File: src/rtl/clk_div_monitor.sv
// Consumer-side checker for the /4 and /8 clocks derived from clk_8f: half-period and
// rise-alignment checks, lock tracking over clean clk_f periods, saturating error count.
module clk_div_monitor #(
  parameter int LOCK_CNT = 2,
  parameter int ERRW     = 8
) (
  input  logic            clk_8f,
  input  logic            rst,
  input  logic            enb,
  input  logic            clk_2f_in,
  input  logic            clk_f_in,
  output logic            locked,
  output logic            err_2f,
  output logic            err_f,
  output logic            err_phase,
  output logic [ERRW-1:0] err_count
);
  localparam logic [2:0]      HALF2     = 3'd2;
  localparam logic [3:0]      HALFF     = 4'd4;
  localparam logic [3:0]      GOOD_LAST = 4'(LOCK_CNT - 1);
  localparam logic [ERRW-1:0] CNT_ONE   = {{(ERRW-1){1'b0}}, 1'b1};

  typedef enum logic [1:0] {IDLE, ACQUIRE, CHECK, LOCKED} state_e;
  state_e state_q, state_d;

  logic            s2_q, s2p_q, sf_q, sfp_q;
  logic [2:0]      r2_q, r2_d;
  logic [3:0]      rf_q, rf_d;
  logic [3:0]      good_q, good_d;
  logic            e2_q, ef_q, ep_q;
  logic [ERRW-1:0] cnt_q, cnt_d;
  logic            t2, tf, rise2, risef, active, start, e2, ef, ep, any_err;

  assign t2     = s2_q ^ s2p_q;
  assign tf     = sf_q ^ sfp_q;
  assign rise2  = s2_q & ~s2p_q;
  assign risef  = sf_q & ~sfp_q;
  assign active = enb && (state_q == CHECK || state_q == LOCKED);
  assign start  = enb && (state_q == ACQUIRE) && risef;

  // A missing edge is flagged once when the run reaches HALF; runs beyond that sit
  // saturated above HALF, so neither they nor the edge that ends them flag again.
  assign e2      = active && (t2 ? (r2_q < HALF2) : (r2_q == HALF2));
  assign ef      = active && (tf ? (rf_q < HALFF) : (rf_q == HALFF));
  assign ep      = active && risef && !rise2;
  assign any_err = e2 || ef || ep;

  always_comb begin
    r2_d = (r2_q == HALF2 + 3'd1) ? r2_q : r2_q + 3'd1;
    rf_d = (rf_q == HALFF + 4'd1) ? rf_q : rf_q + 4'd1;
    if (t2 || start) r2_d = 3'd1;
    if (tf || start) rf_d = 4'd1;
  end

  always_comb begin
    good_d = good_q;
    if (start || any_err)                         good_d = '0;
    else if (enb && state_q == CHECK && risef)    good_d = good_q + 4'd1;
  end

  always_comb begin
    cnt_d = cnt_q;
    if (any_err && cnt_q != {ERRW{1'b1}}) cnt_d = cnt_q + CNT_ONE;
  end

  always_ff @(posedge clk_8f) begin
    if (rst) begin
      s2_q   <= 1'b0;
      s2p_q  <= 1'b0;
      sf_q   <= 1'b0;
      sfp_q  <= 1'b0;
      r2_q   <= '0;
      rf_q   <= '0;
      good_q <= '0;
      e2_q   <= 1'b0;
      ef_q   <= 1'b0;
      ep_q   <= 1'b0;
      cnt_q  <= '0;
    end else begin
      s2_q   <= clk_2f_in;
      s2p_q  <= s2_q;
      sf_q   <= clk_f_in;
      sfp_q  <= sf_q;
      r2_q   <= r2_d;
      rf_q   <= rf_d;
      good_q <= good_d;
      e2_q   <= e2;
      ef_q   <= ef;
      ep_q   <= ep;
      cnt_q  <= cnt_d;
    end
  end

  always_ff @(posedge clk_8f) begin
    if (rst) state_q <= IDLE;
    else     state_q <= state_d;
  end

  always_comb begin
    state_d = state_q;
    if (!enb) state_d = IDLE;
    else begin
      unique case (state_q)
        IDLE:    state_d = ACQUIRE;
        ACQUIRE: if (risef) state_d = CHECK;
        CHECK: begin
          if (any_err)                             state_d = ACQUIRE;
          else if (risef && good_q == GOOD_LAST)   state_d = LOCKED;
        end
        LOCKED:  if (any_err) state_d = ACQUIRE;
        default: state_d = IDLE;
      endcase
    end
  end

  always_comb begin
    locked    = (state_q == LOCKED);
    err_2f    = e2_q;
    err_f     = ef_q;
    err_phase = ep_q;
    err_count = cnt_q;
  end
endmodule
File: config.mk
export PLATFORM = sky130hd
export DESIGN_NAME = clk_div_monitor
export DESIGN_NICKNAME = d
export VERILOG_FILES = /design/src/rtl/clk_div_monitor.sv
export SDC_FILE = /design/constraint.sdc
export NUM_CORES = 1
export LEC_CHECK = 0
export BUFFER_PORTS_ARGS = -buffer_cell sky130_fd_sc_hd__buf_4
export CAP_MARGIN = 5
export CORE_MARGIN = 4
export CORE_UTILIZATION = 61
export DETAILED_ROUTE_END_ITERATION = 16
export PLACE_DENSITY = 0.8
export SYNTH_ARGS = -nofsm -noshare
export SYNTH_HDL_FRONTEND = slang
export SYNTH_SLANG_ARGS = --single-unit
File: constraint.sdc
create_clock -name clk_8f -period 3.43 [get_ports clk_8f]
set_clock_uncertainty 0.15 [all_clocks]
set_input_delay 0.343 -clock clk_8f [delete_from_list [all_inputs] [get_ports clk_8f]]
set_output_delay 0.343 -clock clk_8f [all_outputs]
set_load 0.02 [all_outputs]
Word-level counts from Yosys, hierarchy flattened
Cells that the tools add are included.
Widths: inputs -> output; s select.
{"block": "classes", "n_lt_le_gt_ge": 2, "bitwise": 7, "mux": 11, "reduce_logical": 24, "eq_ne": 14, "add_sub_neg": 4}
{"operator": "$logic_and 1x1->1", "count": 11}
{"operator": "$add 4x1->4 const B", "count": 2}
{"operator": "$add 8x1->8 const B", "count": 1}
{"operator": "$eq 4x3->1 const B", "count": 2}
{"operator": "$mux 2", "count": 4}
{"operator": "$ne 8x8->1 const B", "count": 1}
{"operator": "$pmux 2 s4", "count": 1}
{"operator": "$reduce_or 2->1", "count": 4}
{"operator": "$eq 3x2->1 const B", "count": 2}
{"operator": "$logic_or 1x1->1", "count": 6}
{"operator": "$mux 1", "count": 6}
{"operator": "$ne 2x1->1 const B", "count": 3}
{"operator": "$eq 2x2->1 const B", "count": 2}
{"operator": "$eq 4x1->1 const B", "count": 1}
{"operator": "$lt 4x3->1 const B", "count": 1}
{"operator": "$add 3x1->3 const B", "count": 1}
{"operator": "$lt 3x2->1 const B", "count": 1}
{"operator": "$ne 3x2->1 const B", "count": 1}
{"operator": "$not 1->1", "count": 3}
{"operator": "$reduce_and 3->1", "count": 1}
{"operator": "$and 1x1->1", "count": 2}
{"operator": "$eq 2x1->1 const B", "count": 1}
{"operator": "$logic_not 2->1", "count": 1}
{"operator": "$ne 2x2->1 const B", "count": 1}
{"operator": "other kinds (2)", "count": 3}
{"block": "word_totals", "wordCells": 76, "out_inout_bits": 12, "reg_bits": 28, "inputBits": 5}

Logic depth before layout (Yosys ltp)
{"block": "depth", "word_depth": 8, "depth_mapped": 7, "ltp_nobuf": 7}

Worst setup path before layout
Ideal clock, no wire load.
{"block": "synth_path", "kind": "reg-to-reg", "startpoint": "reg s2p_q", "endpoint": "reg state_q[1]", "period_less_slack_ps": 2058, "arrival_ps": 1842, "stages_incl_launch_ff": 8, "setup_ps": 66, "t_required_ps": 3214, "slack_ps": 1372, "n_path_buf": 0, "cell_sequence": "dfxtp_1 -> inv_1 -> ha_1 -> nor2b_1 -> or3_4 -> a211o_1 -> a211o_1 -> a21oi_2"}
{"block": "synth_via", "elab_chain_cells": 7, "word_cells_on_any_way": 14, "cone_classes": "eq/ne (2); mux (3); bitwise (3); reduce/logical (6)"}
{"item": "start: declaration", "line_no": "26", "source": "logic s2_q, s2p_q, sf_q, sfp_q;"}
{"item": "start signal: assignment", "line_no": "81", "source": "s2p_q <= s2_q;"}
{"item": "$xor 1x1->1 / $not 1->1 (equally long branches)", "line_no": "34, 36"}
{"item": "$mux 1 / $and 1x1->1 (equally long branches)", "line_no": "43, 36"}
{"item": "$logic_and 1x1->1 / $logic_not 1->1 (equally long branches)", "line_no": "43, 45"}
{"item": "$logic_or 1x1->1 / $logic_and 1x1->1 (equally long branches)", "line_no": "46, 45"}
{"item": "$logic_or 1x1->1 (*)", "line_no": "46", "source": "assign any_err = e2 || ef || ep;"}
{"item": "$mux 2 (tied with other cells)", "line_no": "107", "source": "if (any_err) state_d = ACQUIRE;"}
{"item": "$pmux 2 s4 / $reduce_and 3->1 (equally long branches)"}
{"item": "end signal: assignment", "line_no": "96", "source": "else state_q <= state_d;"}
{"item": "end: declaration", "line_no": "24", "source": "state_e state_q, state_d;"}
Every way passes the cells marked *; elsewhere a longest branch is shown, timed or not.
A chain may end at the register's enable or synchronous reset.

Final worst setup path
{"block": "layout_path", "startpoint": "reg s2p_q", "endpoint": "reg cnt_q[4], in the netlist err_count[4]"}
{"block": "layout_via", "elab_chain_cells": 6, "word_cells_on_any_way": 10, "cone_classes": "mux (1); bitwise (3); reduce/logical (6)"}
{"item": "$xor 1x1->1 / $not 1->1 (equally long branches)", "line_no": "34, 36"}
{"item": "$mux 1 / $and 1x1->1 (equally long branches)", "line_no": "43, 36"}
{"item": "$logic_and 1x1->1 / $logic_not 1->1 (equally long branches)", "line_no": "43, 45"}
{"item": "$logic_or 1x1->1 / $logic_and 1x1->1 (equally long branches)", "line_no": "46, 45"}
{"item": "$logic_or 1x1->1 (*)", "line_no": "46"}
{"item": "$logic_and 1x1->1 (*)", "line_no": "63", "source": "if (any_err && cnt_q != {ERRW{1'b1}}) cnt_d = cnt_q + CNT_ONE;"}
{"item": "end signal: assignment", "line_no": "90", "source": "cnt_q <= cnt_d;"}
{"item": "end: declaration", "line_no": "31", "source": "logic [ERRW-1:0] cnt_q, cnt_d;"}
Marked as above.

==> reports/qor.txt <==
Ys Warns - 0
Routed length per placed instance - 13.1 um
Clock tree buffer depth - 2
1st-pass router iterations - 4
Net Count, Synth - 175
Setup Viol. Count Final - 0
Clock-pin transition on the worst setup and hold timing paths - 160 ps
Arrival time at the worst endpoint - 2280 ps
IR drop worst, VDD - 0.291 mV
Die height - 56.2 um
RSZ-0062 raised after global routing - no
DP HPWL - 1.99 mm
Worst Setup End Kind - register
RR Endpoint - err_count[4]
Total GRT Usage - 16.8%
Post-Layout Cell Count - 200
Area of the mapped netlist - 1420 um^2
Count of pins over their slew limit - 0
CTS Sinks - 28
Syn_area_per_cell - 9.15 um^2
Share of cells above drive strength 1 - 14.5%
PwrDens - 389 nW/um^2
Initial antenna violation count - 0
CTS tree - done
Relative slew slack - 74.8%
Layout area overhead - 13.9%
Most common cell after layout, fill and taps aside - dfxtp_1
HP Class - input pin to register
CP Cell Sequence - inv_1, ha_1, nor2b_1, or3_4, a31oi_1, a41oi_1, a311oi_1
Root Buffer - clkbuf_4
Setup TNS - 0 ps
PostCTS Resize Cnt - 0
Routed Wire Length - 2.62 mm
Post-synthesis sequential area ratio - 39.5%
Critical path type - register to register
Status - complete, no violations
I/O pin total - 17
Initial Utilization - 64.1%
# nets final - 193
DR DRC count - 0
Synth Register Bits - 28
Port Buffers - 16
Vias in the first global route - 1,028
CP max FO - 5
Total number of vias - 1,134
Largest net degree at the start of global routing - 20
Vias per inst - 5.67
Slowest cell on the critical path - or3_4
Post-synth cell types - 39
CTS H-tree lvls - 1
First-pass GRT wire length - 4.37 mm
Mapped Cells - 155
# rows - 17
Reg2reg start - s2p_q
CP Data Required Time - 3550 ps
Peak Freq - 463 MHz
Antenna diode count - 0
Hold Path Origin - clk_f_in
GP Congestion - 0.747
Most frequent cells in the layout - dfxtp_1 (28), nor2_1 (16), buf_4 (16)
Die area - 3160 um^2
Die X - 56.2 um
Startpoint type of the worst setup path - register
Inserted Clock Buffers - 3
Post-CTS Setup Repair Bufs - 0
R2R setup slack - 1270 ps
Core area - 2210 um^2
Number of hold violations in the final report - 0
Worst Hold Path EP - sf_q
Initial drt markers - 19
WHS Path Cells - 2
Register-to-Register Path Depth - 7
Fin crit period - 2160 ps
Least-Margin Pin Slew - 376 ps
Antenna violation net count after detailed routing - 0
Remaining Overflow, GRT - 0
Max-cap violations - 0
LEAKAGE - 0.660 nW
Clk_lat worst skew - 340 ps
Hold_buf cts - 0
Tcrit/Tclk final - 63.0%
Post-Place Cells - 196
Largest stage delay on the critical path - 350 ps
==> through the flow <==
stage	hold WS, ps	setup slack [ps]	util, %	power (W)	cell area [um^2]
6_report	67.9	1270	73.0	0.000628	1610
5_1_grt	77.6	1130	73.0	0.000651	1610
4_1_cts	73.4	1260	73.0	0.000629	1610
3_5_place_dp	316	1280	70.6	0.000416	1560
3_3_place_gp	310	1330	70.6	0.000413	1560
2_1_floorplan	295	1370	-	0.000399	1420
==> synthesized netlist by cell type <==
master    number  share of area (%)
and4_1         1               0.62
or3_1          1               0.44
o21ai_1        1               0.35
and2_1         1               0.44
and4b_1        1               0.71
o211ai_1       1               0.53
a21boi_0       1               0.53
a211o_1        2                1.2
and3_1         2               0.88
nor3_1         5                1.8
a311oi_1       2                1.2
o21ba_2        2                1.4
ha_1          15                 13
a41oi_1        3                1.9
or3_4          1               0.79
dfxtp_1       28                 40
nand2_1        6                1.6
a31oi_1        4                1.8
mux2i_1        2                1.4
nand3b_1       1               0.53
a21oi_1        7                2.5
nand2b_1       4                1.8
nand4_1        2               0.88
nor4_1         2               0.88
a211oi_1       1               0.53
nand3_1        6                2.1
o31a_1         1               0.62
o21ai_2        1               0.62
xor2_1         4                2.5
o21bai_1       1               0.53
clkbuf_1       3               0.79
inv_1          9                2.4
xnor2_1        3                1.9
or4_1          1               0.53
o31ai_1        3                1.6
a21oi_2        1               0.62
nor2_1        16                4.2
o21ai_0        2               0.71
nor2b_1        8                3.5
==> cells by family (layout without fill, tap and decap cells) <==
| family | after synthesis | after routing | synth area share, % |
|---|---|---|---|
| and+or+nand+nor | 58 | 58 | 21.7 |
| AOI/OAI and AO/OA | 33 | 33 | 16.6 |
| DFF | 28 | 28 | 39.5 |
| adders and majority gates | 15 | 15 | 13.2 |
| buffers and inverters | 12 | 29 | 3.18 |
| xor gates and xnor gates | 7 | 7 | 4.32 |
| muxes | 2 | 2 | 1.41 |
==> worst max-delay path, delay by kind of cell, from the launching register on <==
kind | cells | cell delay (ps)
simple gates | 2 | 510
fa+ha+maj | 1 | 300
flops | 1 | 330
compound gates | 3 | 770
buf+inv | 1 | 30
==> metal layers <==
metal  up-vias  global-route usage [%]  wire (um)  part of all wire [%]
met5         -                       0          0                     0
met4         0                    6.10         44                   1.7
met3         5                    2.78        101                   3.9
met2        25                    29.4       1280                    49
met1       517                    20.5       1200                    46
li1        587                       -          -                     -
==> state kept, by name, indices dropped and copies added, names as in the netlist <==
register and cells:
err_2f 1, err_count 8, err_f 1, err_phase 1, good_q 4, r2_q 3, rf_q 4, s2_q 1
s2p_q 1, sf_q 1, sfp_q 1, state_q 2
==> area by class of cell <==
type | count | area (um^2)
fill | 171 | 598
multi-input combinational | 115 | 812
clock buffer | 3 | 22.5
timing repair buffer | 16 | 120
tap | 28 | 35.0
inverter | 9 | 33.8
sequential | 28 | 561
clock inverter | 1 | 30.0
==> how the worst max path moves through the flow <==
stage               startpoint      endpoint  slack, ps  cells past startpoint
floorplan                s2p_q    state_q[1]       1370                      7
global placement         s2p_q    state_q[1]       1330                      7
detailed placement       s2p_q  err_count[4]       1280                      7
CTS                      s2p_q  err_count[4]       1260                      7
global route             s2p_q  err_count[4]       1130                      7
finish                   s2p_q  err_count[4]       1270                      7
==> power breakdown <==
group	internal, W	switching, W	total (W)
sequential	0.000335	0.00000848	0.000343
clock	0.000118	0.000100	0.000219
combinational	0.0000287	0.0000375	0.0000662
total	0.000482	0.000146	0.000628
Power figures use the tool's default switching activity.
